$ cat config.mk
export PLATFORM = sky130hd
export DESIGN_NAME = dmem_dump_streamer
export DESIGN_NICKNAME = d
export VERILOG_FILES = /design/src/rtl/dmem_dump_streamer.sv
export SDC_FILE = /design/constraint.sdc
export NUM_CORES = 1
export LEC_CHECK = 0
export CAP_MARGIN = 5
export CELL_PAD_IN_SITES_DETAIL_PLACEMENT = 0
export CELL_PAD_IN_SITES_GLOBAL_PLACEMENT = 2
export CORE_ASPECT_RATIO = 0.9
export CORE_MARGIN = 4
export CORE_UTILIZATION = 25
export CTS_BUF_LIST = sky130_fd_sc_hd__clkbuf_8
export DETAILED_ROUTE_END_ITERATION = 8
export GPL_TIMING_DRIVEN = 0
export PLACE_DENSITY = 0.71
export SKIP_CTS_REPAIR_TIMING = 1
export SLEW_MARGIN = 0
export SYNTH_ARGS = -nofsm -noshare
export SYNTH_HDL_FRONTEND = slang
export SYNTH_SLANG_ARGS = --single-unit
$ cat constraint.sdc
create_clock -name clock -period 3.86 [get_ports clock]
set_clock_uncertainty 0.05 [all_clocks]
set_input_delay 0.772 -clock clock [delete_from_list [all_inputs] [get_ports clock]]
set_output_delay 0.772 -clock clock [all_outputs]
set_load 0.02 [all_outputs]
$ cat src/rtl/dmem_dump_streamer.sv
// rtl/dmem_dump_streamer.sv - streams a window of data memory out as valid/ready beats
//
// Reads word_count consecutive words starting at base_addr from a data memory
// with a 1-cycle synchronous read port and presents each word, with its
// address, on a valid/ready output. Used to drain results after a program run.
//
// Ports
//   clock       system clock, rising edge
//   reset       asynchronous active-low reset
//   start       pulse; begins a dump when idle (ignored while busy)
//   base_addr   first word address, sampled with an accepted start
//   word_count  words to dump, 0..2**ADDR_W, sampled with an accepted start
//   mem_rd_en   read strobe to data memory
//   mem_addr    read word address (holds its last value when not reading)
//   mem_rdata   read data, valid the cycle after mem_rd_en
//   out_valid   output beat valid
//   out_ready   sink accepts the beat
//   out_data    word read from memory
//   out_addr    address the word came from
//   out_last    final beat of the dump
//   busy        high from start acceptance until done
//   done        one-cycle pulse at the end of a dump
module dmem_dump_streamer #(
   parameter int ADDR_W = 12,
   parameter int DATA_W = 32
) (
   input  logic              clock,
   input  logic              reset,
   input  logic              start,
   input  logic [ADDR_W-1:0] base_addr,
   input  logic [ADDR_W:0]   word_count,
   output logic              mem_rd_en,
   output logic [ADDR_W-1:0] mem_addr,
   input  logic [DATA_W-1:0] mem_rdata,
   output logic              out_valid,
   input  logic              out_ready,
   output logic [DATA_W-1:0] out_data,
   output logic [ADDR_W-1:0] out_addr,
   output logic              out_last,
   output logic              busy,
   output logic              done
);

   typedef enum logic [2:0] {
      S_IDLE,
      S_ISSUE,
      S_WAIT,
      S_SEND,
      S_FIN
   } state_t;

   localparam logic [ADDR_W-1:0] PTR_ONE = {{(ADDR_W-1){1'b0}}, 1'b1};
   localparam logic [ADDR_W:0]   REM_ONE = {{ADDR_W{1'b0}}, 1'b1};

   state_t            state;
   state_t            state_nxt;
   logic [ADDR_W-1:0] ptr;
   logic [ADDR_W-1:0] addr_q;
   logic [ADDR_W:0]   remaining;
   logic              handshake;

   assign handshake = (state == S_SEND) && out_ready;

   always_ff @(posedge clock or negedge reset) begin
      if (!reset) begin
         state <= S_IDLE;
      end else begin
         state <= state_nxt;
      end
   end

   always_comb begin
      state_nxt = state;
      mem_rd_en = 1'b0;
      mem_addr  = addr_q;
      out_valid = 1'b0;
      busy      = 1'b1;
      done      = 1'b0;
      case (state)
         S_IDLE: begin
            busy = 1'b0;
            if (start) begin
               // A zero-length dump still reports completion through FIN.
               state_nxt = (word_count != '0) ? S_ISSUE : S_FIN;
            end
         end
         S_ISSUE: begin
            mem_rd_en = 1'b1;
            mem_addr  = ptr;
            state_nxt = S_WAIT;
         end
         S_WAIT: begin
            state_nxt = S_SEND;
         end
         S_SEND: begin
            out_valid = 1'b1;
            if (out_ready) begin
               state_nxt = out_last ? S_FIN : S_ISSUE;
            end
         end
         S_FIN: begin
            done      = 1'b1;
            state_nxt = S_IDLE;
         end
         default: begin
            state_nxt = S_IDLE;
         end
      endcase
   end

   // addr_q lets mem_addr keep the last issued address outside ISSUE.
   always_ff @(posedge clock or negedge reset) begin
      if (!reset) begin
         ptr       <= '0;
         remaining <= '0;
         addr_q    <= '0;
         out_data  <= '0;
         out_addr  <= '0;
         out_last  <= 1'b0;
      end else begin
         addr_q <= mem_addr;
         if ((state == S_IDLE) && start && (word_count != '0)) begin
            ptr       <= base_addr;
            remaining <= word_count;
         end
         if (state == S_WAIT) begin
            out_data <= mem_rdata;
            out_addr <= ptr;
            out_last <= (remaining == REM_ONE);
         end
         if (handshake) begin
            // ADDR_W-bit add wraps the top address back to zero.
            ptr       <= ptr + PTR_ONE;
            remaining <= remaining - REM_ONE;
         end
      end
   end

endmodule

==> After elaboration in Yosys (flattened, before gate mapping) <==
Index checks and enable logic that the tools add are counted.
{ "op_classes": {"addsub": 2, "eq_ne": 7, "n_mux": 14, "reduce_logical": 7} }
{ "ops": {"columns": ["op", "n"], "rows": [
  ["12-bit two-way mux", 3],
  ["13-bit two-way mux", 2],
  ["13-bit by 1-bit == test with 1-bit output (second input constant)", 1],
  ["13-bit nonzero test", 1],
  ["13-bit by 1-bit subtractor with 13-bit output (second input constant)", 1],
  ["12-bit by 1-bit adder with 12-bit output (second input constant)", 1],
  ["3-bit two-way mux", 4],
  ["3-bit one-hot mux with 4 select lines", 1],
  ["3-bit by 2-bit == test with 1-bit output (second input constant)", 2],
  ["1-bit two-way mux", 4],
  ["2-bit != test (second input constant)", 2],
  ["3-bit by 1-bit == test with 1-bit output (second input constant)", 1],
  ["3-bit == test (second input constant)", 1],
  ["1-bit logical AND", 3],
  ["3-bit logical NOT", 1],
  ["2-bit AND reduction", 1],
  ["2-bit nonzero test", 1]
]} }
{ "totals": {"reg_bits": 85, "in_bits": 61, "output_inout_bits": 61, "wordCells": 37} }

==> Longest topological paths before layout <==
Gate-level depths: netlist of run 1.
{ "depth": {"depth_word": 5, "mapped_depth": 6, "depth_no_buf": 5} }

==> Worst setup path after synthesis of run 1 <==
No wires, ideal clock.
{ "synth_path": {"path_kind": "register to output", "from": "register state[2]", "to": "output port mem_addr[10]", "t_arrival_ps": 1731, "required_time_ps": 3038, "path_slack_ps": 1307, "path_stages_with_launch": 5, "path_buffers": 2, "path_cell_list": "dfrtp_1 > buf_2 > nor3b_1 > buf_2 > mux2_1"} }
{ "synth_via": {"elab_chain_cells": 2} }
{ "synth_rtl": {"columns": ["element", "line", "source"], "rows": [
  ["start, declared", "55", "state_t state;"],
  ["start signal, assigned", "68", "state <= state_nxt;"],
  ["3-bit by 1-bit == test with 1-bit output", "79", "case (state)"],
  ["12-bit two-way mux", "79", null],
  ["end, declared", "33", "output logic [ADDR_W-1:0] mem_addr,"]
]} }
Every way passes these cells.

==> Final worst setup path of run 1 <==
{ "layout_path": {"from": "register state[2]", "to": "output port mem_addr[6]"} }
Same word-level chain as after synthesis.

==> metrics.txt, run 1 <==
run status=finished, final reports clean; Ant. Diodes=0; R2R Setup Slk=1.67 ns; unrepaired setup endpoints after global routing=false; worst-margin pin slew=0.597 ns; CP endpoint kind=output port; DPL Wire Length=8120 um; die area=17400 um2; worst setup path class=reg2out; via/cell ratio=4.62; max_cap viols=0; placed insts=624; NetSw=1.76 mW; post-route insts no fill=640; num ports=122; Chip Width=139 um; sequential power share=0.342; Tightest Hold Check Type=in2async; Slew Limit Fails=0; clock root cell=clkbuf_8; Max clock buf depth=2; first-pass GRT wire length=17500 um; Mapped Cells=304; most frequent cells in the layout=clkdlybuf4s50_1 (120), dfrtp_1 (85), mux2_2 (52); period utilisation layout=0.933; Global Route Usage Sum=0.126; Layout Nets=501; Ys Warns=0; Sw Share=0.376; Residual DRC=0; synth-to-layout area growth=44.4%; Setup Viol. Count Final=0; mapped cell area=3840 um2; Wirelength per Cell=17.3 um; Primary FF master, synth=dfrtp_1; Clk Latency, worst-skew pair=0.35 ns; total CTS buffers=9; Synth Net Count=368; TritonCTS clock tree=yes; H-tree Lvls=3; Reg2Reg Depth=5; CP startpoint kind=flip-flop; number of synthesized flops with an enable pin=0; sequential element share of the synthesized area=0.554; largest net degree at the start of global routing=45; worst r2r dst=ptr[10]$_DFFE_PN0P_; fmax=278 MHz; crit path time final=3.60 ns; layout cells sized above 1=0.215; r2r startpoint=state[2]$_DFFE_PN0P_; Cell Pwr Density=845 nW/um2; most common cell after layout, fill and taps aside=clkdlybuf4s50_1; Max IR drop VDD=437 uV; synthesis-stage register bit count=85; slew margin rel.=0.601; PortBufs=121; Synth cell types=60; DRT iter0 DRCs=155; vias in the first global route=3088; syn_area_per_cell=12.6 um2; Clk pwr share=0.148; Final Hold Fails=0; Clock Pin Slew Worst Setup and Hold Paths=0.09 ns; Initial Util=0.258; Routed WL=11100 um; CP required=3.04 ns; Critical Path Fanout Max=10; Pleak=2.20 nW; total power=4.68 mW; core area=14900 um2; Async SR Flop Fraction=1.00; Clock Sinks=85; Fill cells=1465; Pre-Repair DR Iteration Count=4; Die Ht=126 um; antenna viol nets, final=0; total number of vias=2956; row count=42; CP Data Arrival Time=2.78 ns; initial antenna violation count=0; grt total ovfl=0; Gate power share=0.511; gp weighted congestion=0.779; Internal Power=2.92 mW
==> layer usage <==
layer | up-vias | wire length (um) | share of wire | track usage
met5 | - | 0 | 0 | 0
met4 | 0 | 99 | 0.0089 | 0.0328
met3 | 8 | 415 | 0.037 | 0.0286
met2 | 66 | 5440 | 0.49 | 0.212
met1 | 1477 | 5120 | 0.46 | 0.166
li1 | 1405 | - | - | -
==> cell type report <==
class	count	area (um2)	share of cell area
Buffer	19	97.6	0.0176
Clock buffer	9	124	0.0223
Clock inverter	7	91.3	0.0165
Inverter	6	22.5	0.00406
Multi-Input combinational cell	194	1600	0.288
Sequential cell	85	2130	0.384
Tap cell	198	248	0.0447
Timing Repair Buffer	122	1240	0.223
==> worst max-delay path: stages (launching register included) <==
cell and delay, ns:
dfrtp_1 0.42, buf_2 0.21, nor3b_2 0.46, buf_2 0.37, mux2_1 0.39, clkdlybuf4s50_1 0.57
==> how the worst max path moves through the flow <==
| stage | cells past startpoint | end | slack [ns] | start |
|---|---|---|---|---|
| 5_1_grt | 5 | mem_addr[10] | 0.11 | state[2]$_DFFE_PN0P_ |
| 6_report | 5 | mem_addr[6] | 0.26 | state[2]$_DFFE_PN0P_ |
| 3_5_place_dp | 5 | mem_addr[6] | 0.30 | state[2]$_DFFE_PN0P_ |
| 2_1_floorplan | 4 | mem_addr[10] | 1.31 | state[2]$_DFFE_PN0P_ |
| 4_1_cts | 5 | mem_addr[6] | -0.11 | state[2]$_DFFE_PN0P_ |
| 3_3_place_gp | 1 | out_data[21]$_DFFE_PN0N_ | -1.32 | reset |
==> power groups by stage <==
stage	Combinational [mW]	Clock (mW)	Sequential [mW]
2_1_floorplan	1.11	0	1.85
3_3_place_gp	2.39	0	1.60
3_5_place_dp	2.41	0	1.62
4_1_cts	2.43	0.726	1.60
5_1_grt	2.57	0.758	1.66
6_report	2.39	0.692	1.60
==> synthesized netlist by cell type, drive strengths merged (4+ instances only) <==
library cell   n  share of area
o21ai         12          0.017
or3            7          0.013
nor2          12          0.012
mux2          57           0.17
nand4b         5          0.011
nand3          6         0.0078
a31o           5          0.011
nor3           5         0.0078
nor4           4         0.0065
nand2         15          0.015
inv            6         0.0059
dfrtp         85           0.55
buf           17          0.023
a21oi          5         0.0065
o31ai          4         0.0078
and3           5         0.0081
==> logic make-up (layout without fill, tap and decap cells) <==
logic type               count (synthesis)  count (layout)  synth area share
flip-flops                              85              85             0.554
AND/OR/NAND/NOR                         77              77             0.122
multiplexers                            57              57             0.167
AO/OA/AOI/OAI                           56              56             0.113
buffers and inverters                   25             163            0.0313
adder cells (fa/ha/maj)                  3               3           0.00978
XOR/XNOR                                 1               1           0.00228
==> through the flow <==
stage	util	setup TNS (ns)	cell area [um2]	hold slack [ns]	setup slack [ns]
floorplan	-	0	3840	0.426	1.31
global placement	0.356	-111.97	5300	0.419	-1.32
detailed placement	0.358	0	5320	0.425	0.297
CTS	0.372	-0.791	5540	0.364	-0.111
global route	0.373	0	5540	0.373	0.113
finish	0.373	0	5540	0.360	0.258
==> state kept, by name, indices dropped and copies added, names as in the netlist <==
| register | cells |
|---|---|
| ptr | 12 |
| out_addr | 12 |
| out_last | 1 |
| addr_q | 12 |
| remaining | 13 |
| out_data | 32 |
| state | 3 |
Power figures use the tool's default switching activity.
==> inputs of run 2 (changes only) <==
SETUP_SLACK_MARGIN = 0.3   (was unset)
==> run 2 against run 1 <==
  * Count of clock-buffer cells in the layout did not move
  * Sequential power is essentially flat
  * Final cell count increased by 0.31%
  * Wire length decreased by 0.36%
  * Critical endpoint unchanged
  * Design area increased by 0.43%
  * Utilization increased by 0.16 points
  * First-iteration DRC count shrank 3.9%
==> metrics.txt, run 2 (synthesis results as in run 1) <==
total number of vias=2958 (was 2956); NetSw=1.76 mW (about the same); Tightest Hold Check Type=in2async (unchanged); CP Capture Point=mem_addr[6] (unchanged); synth-to-layout area growth=45.0% (was 44.4%); Clock Pin Slew Worst Setup and Hold Paths=0.09 ns (about the same); biggest regs=out_data: 32 flops, remaining: 13 flops (unchanged); initial antenna violation count=0 (unchanged); Max IR drop VDD=436 uV (was 437 uV); core area=14900 um2 (unchanged); Core Util, Final=0.374 (was 0.373); PortBufs=121 (unchanged); R2R Setup Slk=1.66 ns (was 1.67 ns); Hold Slack=0.353 ns (was 0.360 ns); most common cell after layout, fill and taps aside=clkdlybuf4s50_1 (unchanged); max_cap viols=0 (unchanged); CP required=3.04 ns (about the same); Cell Pwr Density=845 nW/um2 (about the same); placed insts=624 (unchanged); largest net degree at the start of global routing=45 (unchanged); r2r startpoint=state[2]$_DFFE_PN0P_ (unchanged); Gate power share=0.512 (was 0.511); Critical Path Fanout Max=10 (unchanged); Residual DRC=0 (unchanged); Internal Power=2.94 mW (was 2.92 mW); Chip Width=139 um (unchanged); sequential power share=0.340 (was 0.342); DRT iter0 DRCs=149 (was 155); Final Hold Fails=0 (unchanged); Pleak=2.22 nW (was 2.20 nW); post-route insts no fill=642 (was 640); clock root cell=clkbuf_8 (unchanged); most flop-heavy register=out_data (unchanged); unrepaired setup endpoints after global routing=false (unchanged); Slew Limit Fails=0 (unchanged); row count=42 (unchanged); max reg flops=32 (unchanged); worst-margin pin slew=0.616 ns (was 0.597 ns); DPL Wire Length=8120 um (unchanged); Wirelength per Cell=17.2 um (was 17.3 um); Ant. Diodes=0 (unchanged); CP startpoint kind=flip-flop (unchanged); CP Data Arrival Time=2.44 ns (was 2.78 ns); Die Ht=126 um (unchanged); CP endpoint kind=output port (unchanged); Reg2Reg Depth=5 (unchanged); Sw Share=0.375 (was 0.376); gp weighted congestion=0.779 (unchanged); layout cells sized above 1=0.218 (was 0.215); Initial Util=0.258 (unchanged); worst r2r dst=ptr[10]$_DFFE_PN0P_ (unchanged); vias in the first global route=3088 (unchanged); worst setup path class=reg2out (unchanged); Global Route Usage Sum=0.126 (unchanged); H-tree Lvls=3 (unchanged); first-pass GRT wire length=17500 um (unchanged); run status=finished, final reports clean (unchanged); num ports=122 (unchanged); TritonCTS clock tree=yes (unchanged); die area=17400 um2 (unchanged); total CTS buffers=9 (unchanged); Setup Viol. Count Final=0 (unchanged); antenna viol nets, final=0 (unchanged); grt total ovfl=0 (unchanged); total power=4.70 mW (was 4.68 mW); CP startpoint=state[2]$_DFFE_PN0P_ (unchanged); Clock Sinks=85 (unchanged); Fill cells=1466 (was 1465); crit path time final=3.26 ns (was 3.60 ns); Clk pwr share=0.147 (was 0.148); most frequent cells in the layout=clkdlybuf4s50_1 (120), dfrtp_1 (85), mux2_2 (52) (unchanged); Clk Latency, worst-skew pair=0.36 ns (was 0.35 ns); via/cell ratio=4.61 (was 4.62); Pre-Repair DR Iteration Count=6 (was 4); Max clock buf depth=2 (unchanged); period utilisation layout=0.844 (was 0.933); slew margin rel.=0.588 (was 0.601); Routed WL=11000 um (was 11100 um); Layout Nets=503 (was 501); fmax=307 MHz (was 278 MHz)
[run 2: final cells by class]
cell class	instances	area, um2	area share
Multi-Input combinational cell	194	1600	0.288
Clock buffer	9	124	0.0223
Timing Repair Buffer	124	1250	0.225
Inverter	6	22.5	0.00405
Tap cell	198	248	0.0445
Clock inverter	7	91.3	0.0164
Buffer	19	100	0.0180
Sequential cell	85	2130	0.382
[run 2: worst min-delay path by stage]
stage,startpoint,endpoint,slack (ns),depth (start not counted)
floorplan,reset,addr_q[0]$_DFF_PN0_,0.43,0
global placement,addr_q[5]$_DFF_PN0_,addr_q[5]$_DFF_PN0_,0.42,1
detailed placement,addr_q[5]$_DFF_PN0_,addr_q[5]$_DFF_PN0_,0.43,1
CTS,reset,remaining[3]$_DFFE_PN0P_,0.36,1
global route,reset,remaining[3]$_DFFE_PN0P_,0.37,1
finish,reset,remaining[4]$_DFFE_PN0P_,0.35,1
[run 2: power groups by stage]
stage	Clock [mW]	Combinational, mW	Sequential [mW]
after global routing	0.758	2.59	1.66
after CTS	0.726	2.43	1.60
after global placement	0	2.39	1.60
after detailed placement	0	2.41	1.62
after floorplan	0	1.11	1.85
final	0.694	2.41	1.60
[run 2: through the flow]
step / TNS, ns / instance area, um2 / setup WS, ns
after detailed placement: 0 / 5320 / 0.297
after CTS: -0.791 / 5540 / -0.111
final: 0 / 5570 / 0.603
after global routing: 0 / 5570 / 0.466
after global placement: -111.97 / 5300 / -1.32
after floorplan: 0 / 3840 / 1.31
[run 2: worst max-delay path: stages, from the launching register on]
cell and delay, ns:
dfrtp_1 0.42, buf_2 0.21, nor3b_4 0.23, clkbuf_4 0.27
mux2_1 0.37, clkdlybuf4s50_1 0.57
[run 2: routing by layer]
metal / up-vias / track usage / wire length (um) / share of wire
met3: 9 / 0.0286 / 427 / 0.039
li1: 1411 / - / - / -
met1: 1467 / 0.166 / 5060 / 0.46
met2: 71 / 0.212 / 5450 / 0.49
met4: 0 / 0.0328 / 106 / 0.0096
met5: - / 0 / 0 / 0
